<file path="src/rtl/regfile_dumper.sv">
// -----------------------------------------------------------------------------
// regfile_dumper
//
// Reads all 32 registers of a 32x32 register file through a single
// combinational read port and streams them out as bytes over a valid/ready
// interface, most significant byte of each register first.  A done_o pulse
// follows the last accepted byte.
//
// Optional feature (compile-time macro DUMP_HEADER_EN):
//   when defined, each register is preceded by a header byte {3'b000, idx},
//   so a dump is 160 bytes instead of 128.
//
// Ports:
//   clk          - clock, all state changes on rising edge
//   rst          - asynchronous active-low reset
//   start_i      - request a full dump (sampled only while idle)
//   readEnable_o - register-file read enable (high only in READ)
//   readAddr_o   - register-file read address
//   readData_i   - register-file read data, valid in the same cycle
//   data_o       - stream byte (8'h00 whenever valid_o is low)
//   valid_o      - data_o is valid
//   ready_i      - sink accepts data_o when valid_o && ready_i at a rising edge
//   busy_o       - high in every state except IDLE
//   done_o       - one-cycle pulse after the last byte is accepted
// -----------------------------------------------------------------------------
module regfile_dumper (
    input  logic        clk,
    input  logic        rst,
    input  logic        start_i,
    output logic        readEnable_o,
    output logic [4:0]  readAddr_o,
    input  logic [31:0] readData_i,
    output logic [7:0]  data_o,
    output logic        valid_o,
    input  logic        ready_i,
    output logic        busy_o,
    output logic        done_o
);

    typedef enum logic [2:0] {
        S_IDLE,
        S_READ,
        S_SEND,
        S_DONE
`ifdef DUMP_HEADER_EN
        ,
        S_HDR
`endif
    } state_t;

    // State entered at the start of every register: the header byte when
    // enabled, otherwise the read cycle directly.
`ifdef DUMP_HEADER_EN
    localparam state_t S_FIRST = S_HDR;
`else
    localparam state_t S_FIRST = S_READ;
`endif

    state_t      state_q, state_d;
    logic [4:0]  idx_q,   idx_d;
    logic [1:0]  cnt_q,   cnt_d;
    logic [31:0] shift_q, shift_d;

    // NOTE: sequential state uses non-blocking assignments so every register
    // samples the pre-edge value of every other register.
    always_ff @(posedge clk or negedge rst) begin
        if (!rst) begin
            state_q <= S_IDLE;
            idx_q   <= '0;
            cnt_q   <= '0;
            shift_q <= '0;
        end else begin
            state_q <= state_d;
            idx_q   <= idx_d;
            cnt_q   <= cnt_d;
            shift_q <= shift_d;
        end
    end

    // Outputs are decoded purely from the registered state, so an
    // asynchronous reset drives them all to zero without waiting for a clock.
    always_comb begin
        // NOTE: every combinational output gets a default first so that no
        // path through the case statement can infer a latch.
        state_d      = state_q;
        idx_d        = idx_q;
        cnt_d        = cnt_q;
        shift_d      = shift_q;
        readEnable_o = 1'b0;
        readAddr_o   = '0;
        data_o       = 8'h00;
        valid_o      = 1'b0;
        done_o       = 1'b0;
        busy_o       = (state_q != S_IDLE);

        unique case (state_q)
            S_IDLE: begin
                if (start_i) begin
                    idx_d   = '0;
                    cnt_d   = '0;
                    state_d = S_FIRST;
                end
            end

            S_READ: begin
                readEnable_o = 1'b1;
                readAddr_o   = idx_q;
                shift_d      = readData_i;
                state_d      = S_SEND;
            end

            S_SEND: begin
                valid_o = 1'b1;
                data_o  = shift_q[31:24];
                if (ready_i) begin
                    shift_d = {shift_q[23:0], 8'h00};
                    cnt_d   = cnt_q + 2'd1;
                    // Last byte of the current register.
                    if (cnt_q == 2'd3) begin
                        if (idx_q == 5'd31) begin
                            state_d = S_DONE;
                        end else begin
                            idx_d   = idx_q + 5'd1;
                            state_d = S_FIRST;
                        end
                    end
                end
            end

`ifdef DUMP_HEADER_EN
            S_HDR: begin
                valid_o = 1'b1;
                data_o  = {3'b000, idx_q};
                if (ready_i) begin
                    state_d = S_READ;
                end
            end
`endif

            S_DONE: begin
                done_o  = 1'b1;
                state_d = S_IDLE;
            end

            default: begin
                state_d = S_IDLE;
            end
        endcase
    end

endmodule

</file>
<file path="config.mk">
export PLATFORM = sky130hd
export DESIGN_NAME = regfile_dumper
export DESIGN_NICKNAME = d
export VERILOG_FILES = /design/src/rtl/regfile_dumper.sv
export SDC_FILE = /design/constraint.sdc
export NUM_CORES = 1
export LEC_CHECK = 0
export ABC_AREA = 1
export CAP_MARGIN = 15
export CORE_AREA = 3 3 75 77
export DETAILED_ROUTE_END_ITERATION = 6
export DIE_AREA = 0 0 78 80
export HOLD_SLACK_MARGIN = 0.1
export PLACE_DENSITY = 0.83
export SYNTH_ARGS = -nofsm -noshare
export SYNTH_HDL_FRONTEND = slang
export SYNTH_SLANG_ARGS = --single-unit
</file>
<file path="constraint.sdc">
create_clock -name clk -period 1.7 [get_ports clk]
set_clock_uncertainty 0.15 [all_clocks]
set_input_delay 0.34 -clock clk [delete_from_list [all_inputs] [get_ports clk]]
set_output_delay 0.34 -clock clk [all_outputs]
set_load 0.05 [all_outputs]
</file>
---- Word-level counts from Yosys, hierarchy flattened ----
Index checks and enable logic that the tools add are counted.
W data, S select, Z words.
storage, ports and cells
  register bits after elaboration ......... 42
  output and inout port bits .............. 17
  logic and storage cells ................. 43
operators by class
  add/subtract/negate cells ............... 2
  equality and inequality tests ........... 9
  multiplexer cells ....................... 20
  reductions and logical operators ........ 8
operator list
  cell                   count
  $pmux W32 S2           1
  $mux W32               1
  $mux W5                5
  $pmux W5 S2            1
  $mux W3                3
  $pmux W3 S3            1
  $mux W8                1
  $ne A2 B2 Y1 const B   4
  $eq A3 B2 Y1 const B   2
  $mux W2                3
  $reduce_and A3 Y1      2
  $add A5 B1 Y5 const B  1
  $eq A5 B5 Y1 const B   1
  $reduce_and A5 Y1      1
  $pmux W2 S2            1
  $reduce_bool A2 Y1     2
  $eq A3 B1 Y1 const B   1
  $logic_not A3 Y1       1
  $mux W1                3
  $reduce_bool A3 Y1     1
  $add A2 B1 Y2 const B  1
  $eq A2 B2 Y1 const B   1
  $reduce_and A2 Y1      1

---- Longest topological paths before layout ----
Gate-level depths: netlist of run 1.
  word-level depth ........................ 5
  mapped depth ............................ 9

---- Worst setup path after synthesis of run 1 ----
Ideal clock, no wire load.
  kind .................................... register to output
  from .................................... register state_q[0]
  to ...................................... output data_o[0]
  arrival time ............................ 1.525 ns
  data required time ...................... 1.210 ns
  setup slack ............................. -0.315 ns
  stages on the path, launching flop included .. 6
  buffers on the path ..................... 2
  path through ............................ dfrtp_1 > inv_2 > nand2_4 > buf_6 > buf_2 > nor2_1
between the ends
  longest elaborated chain between the ends .. 2
ends and longest elaborated chain
  item                    RTL line  text
  from (decl)             59        state_t state_q, state_d;
  from (signal assigned)  73        state_q <= state_d;
  $eq A3 B2 Y1            96        unique case (state_q)
  $mux W8                 96
  to (decl)               33        output logic [7:0] data_o,
Every way passes these cells.

---- Worst setup path after layout of run 1 ----
  from .................................... register state_q[1]
  to ...................................... output valid_o
between the ends
  longest elaborated chain between the ends .. 2
ends and longest elaborated chain
  item          RTL line  text
  $eq A3 B2 Y1  96
  $mux W1       96
  to (decl)     34        output logic valid_o,
Every way passes these cells.

==> results.sh, run 1 <==
export IMPL_max_slew_margin_rel=0.703
export IMPL_viasPerCell=4.87
export IMPL_violations="setup timing"
export IMPL_path_class="flop to output pin"
export IMPL_synthToLayoutAreaGrowth_pct=55.6
export IMPL_cts_buffers_inserted=5
export IMPL_wire_per_inst_um=13.3
export IMPL_first_pass_iters=4
export IMPL_cp_max_fo=9
export IMPL_grt_max_degree=30
export IMPL_core_area_sq_mm=0.00507
export IMPL_netlist_area_sq_mm=0.00222
export IMPL_r2r_end="idx_q[4]$_DFFE_PN0P_"
export IMPL_start_util=0.438
export IMPL_path_cells="buf_12, nand2_8, inv_8, buf_12"
export IMPL_finalHoldViolations=0
export IMPL_worstPathArrival_ps=1270
export IMPL_grt_pass1_wl_um=8990
export IMPL_slowest_delay_ps=470
export IMPL_clkSinkCount=41
export IMPL_ant_nets=0
export IMPL_hold_path_class="flop to flop"
export IMPL_cts_root_buf="clkbuf_8"
export IMPL_ys_flop_type="dfrtp_1"
export IMPL_drv_cap=0
export IMPL_syn_mean_instance_area_sq_um=8.17
export IMPL_tightest_slew_ps=445
export IMPL_yosys_register_bits=41
export IMPL_regArea_sq_mm=0.00103
export IMPL_fmax_ghz=0.567
export IMPL_cts_clk_slew_worst_paths_ps=70
export IMPL_fillCellCount=386
export IMPL_synth_edf_count=0
export IMPL_synth_top_area_share=0.462
export IMPL_ioPinCount=53
export IMPL_final_max_slew_viol_count=0
export IMPL_yosysWarnings=0
export IMPL_vdd_ir_drop_max_mv=1.48
export IMPL_min_from="cnt_q[1]$_DFFE_PN0P_"
export IMPL_grt_pass1_vias=1951
export IMPL_diodes=0
export IMPL_cts_htree_levels=2
export IMPL_vias=2030
export IMPL_cpLargestDelayFamily="flip-flops"
export IMPL_postLayoutCoreUtil=0.681
export IMPL_synth_top_cells_by_area="dfrtp_1 (46%), nand2_1 (10%), o21ai_0 (8.8%), o21ai_2 (8.7%), inv_1 (6.8%)"
export IMPL_port_buffers=52
export IMPL_r2r_start="state_q[0]$_DFFE_PN0P_"
export IMPL_setup_ws_ps=-63.2
export IMPL_rrSetupSlack_ps=10
export IMPL_cts_tree="built"
export IMPL_cp_start_kind="flop"
export IMPL_syn_inst=272
export IMPL_antenna_found_initial=0
export IMPL_period_share=1.04
export IMPL_drc=0
export IMPL_die_area_sq_mm=0.00624
export IMPL_reg2reg_depth=7
export IMPL_rsz0062_at_grt="true"
export IMPL_synth_distinct_cells=21
export IMPL_fp_dieH_um=80
export IMPL_finalSetupViolations=16
export IMPL_rows=26
export IMPL_hold_end="cnt_q[1]$_DFFE_PN0P_"
export IMPL_drive_gt1_frac=0.346
export IMPL_dp_slack_ps=-66.5
export IMPL_synth_most_common_cell="nand2_1"
export IMPL_synth_nets=311
export IMPL_insertion_delay_ps=300
export IMPL_hpwlAfterDp_um=3490
export IMPL_status="finished with violations"
export IMPL_tns_ps=-623
export IMPL_multi_input_area_sq_mm=0.00112
export IMPL_leakage_nw=1.57
export IMPL_ys_async_sr_fraction=1.00
export IMPL_die_w_um=78
export IMPL_grt_overflow=0
export IMPL_whs_path_depth=2
export IMPL_cts_max_path_buffers=2
export IMPL_critical_path_buf_inv_count=3
export IMPL_crit_top_cell="buf_12"
export IMPL_synth_largest_area_cell="dfrtp_1"
export IMPL_worstSetupEndpointType="output pin"
export IMPL_drt_wl_total_um=5530
export IMPL_synth_top_cells_by_count="nand2_1 (61), dfrtp_1 (41), inv_1 (40)"
export IMPL_track_usage=0.186
export IMPL_power_density_mw_per_mm2=1840
export IMPL_gp_congestion=0.828
export IMPL_seq_area_frac_synth=0.462
export IMPL_fin_crit_ps=1760
export IMPL_crit_slowest_cell="dfrtp_2"
export IMPL_first_iter_violations=142
export IMPL_cp_required_ps=1210
export IMPL_fin_nets=385
state kept, by name, summed over array words and instances, names as in the netlist:
| register | flops |
|---|---|
| idx_q | 5 |
| state_q | 2 |
| cnt_q | 2 |
| shift_q | 32 |
kinds of logic after synthesis:
logic type / after synthesis / share of synthesized area
simple gates: 109 / 0.221
flops: 41 / 0.462
buf+inv: 56 / 0.120
compound gates: 63 / 0.180
fa+ha+maj: 3 / 0.0169
worst register-to-register path, cell delays in order (launching register included):
cell and delay (ps):
dfrtp_1 420, clkinv_4 140, buf_4 160, buf_4 130
nand3_1 250, nand3_2 150, nand2_1 90, o21ai_0 80
cell usage in the layout (no fill, tap or decap), types with 2 or more instances in the layout:
cell             netlist  final
o21ai_0               39     36
inv_4                  1      2
nand3_1                6      6
buf_4                  2     16
clkbuf_8               0      7
nand2_1               61     60
o21ai_2               22     22
clkdlybuf4s50_1        0     34
inv_1                 40     40
ha_2                   0      2
nor2_4                 0     13
dfrtp_1               41     40
nor2_1                18      5
nand2_4                2      3
o21ai_1                0      3
buf_6                  6      2
nand2_8                0      3
nand2_2               20     19
buf_12                 0     20
layout make-up:
| cell class | instances | area share |
|---|---|---|
| multi-input combinational | 178 | 0.324 |
| sequential | 41 | 0.297 |
| timing repair buffer | 76 | 0.271 |
| inverter | 44 | 0.0528 |
| clock buffer | 7 | 0.0279 |
| tap | 70 | 0.0253 |
| clock inverter | 1 | 0.00145 |
layer usage:
layer,up-vias,wire length (um),global-route usage
met2,71,2760,0.313
li1,992,-,-
met3,9,391,0.0576
met5,-,0,0
met4,0,88,0.0577
met1,958,2290,0.229
per-stage QoR:
stage               instance area [sq um]  std cells  total power (W)  hold WS, ps
floorplan                            2250        272          0.00388         -106
global placement                     3040        393          0.00477          147
detailed placement                   3040        393          0.00486          154
CTS                                  3340        411          0.00606          335
global route                         3460        417          0.00682          381
finish                               3460        417          0.00638          332
repair_timing:
| item | CTS | global route |
|---|---|---|
| setup buffers | 6 | 5 |
| resized for setup | 25 | 15 |
| hold buffers | 1 | 0 |
| cloned | 3 | 1 |
| pin swaps | 4 | 2 |
| endpoints found under the setup margin | 25 | 24 |
| hold endpoints to repair | 17 | 0 |
worst max path at each step:
stage / start / to / slack [ps] / cells past startpoint
global route: state_q[0]$_DFFE_PN0P_ / busy_o / -120 / 4
global placement: ready_i / idx_q[2]$_DFFE_PN0P_ / -30 / 6
finish: state_q[1]$_DFFE_PN0P_ / valid_o / -60 / 4
CTS: state_q[1]$_DFFE_PN0P_ / valid_o / -60 / 4
detailed placement: ready_i / idx_q[4]$_DFFE_PN0P_ / -70 / 6
floorplan: state_q[0]$_DFFE_PN0P_ / data_o[0] / -120 / 5
report_power, final:
part	internal [W]	switching, W
Clock	0.000367	0.000338
Combinational	0.00170	0.00241
Sequential	0.00139	0.000163
Total	0.00346	0.00292
Note: power is estimated with default switching activity, not from simulation.
==> run 2, diff against run 1 <==
--- a/config.mk
+++ b/config.mk
@@ -6,7 +6,6 @@
 export NUM_CORES = 1
 export LEC_CHECK = 0
 export ABC_AREA = 1
-export CAP_MARGIN = 15
 export CORE_AREA = 3 3 75 77
 export DETAILED_ROUTE_END_ITERATION = 6
 export DIE_AREA = 0 0 78 80
==> results of run 2 <==
No change in the layout: final DEF, timing and power equal those of run 1.
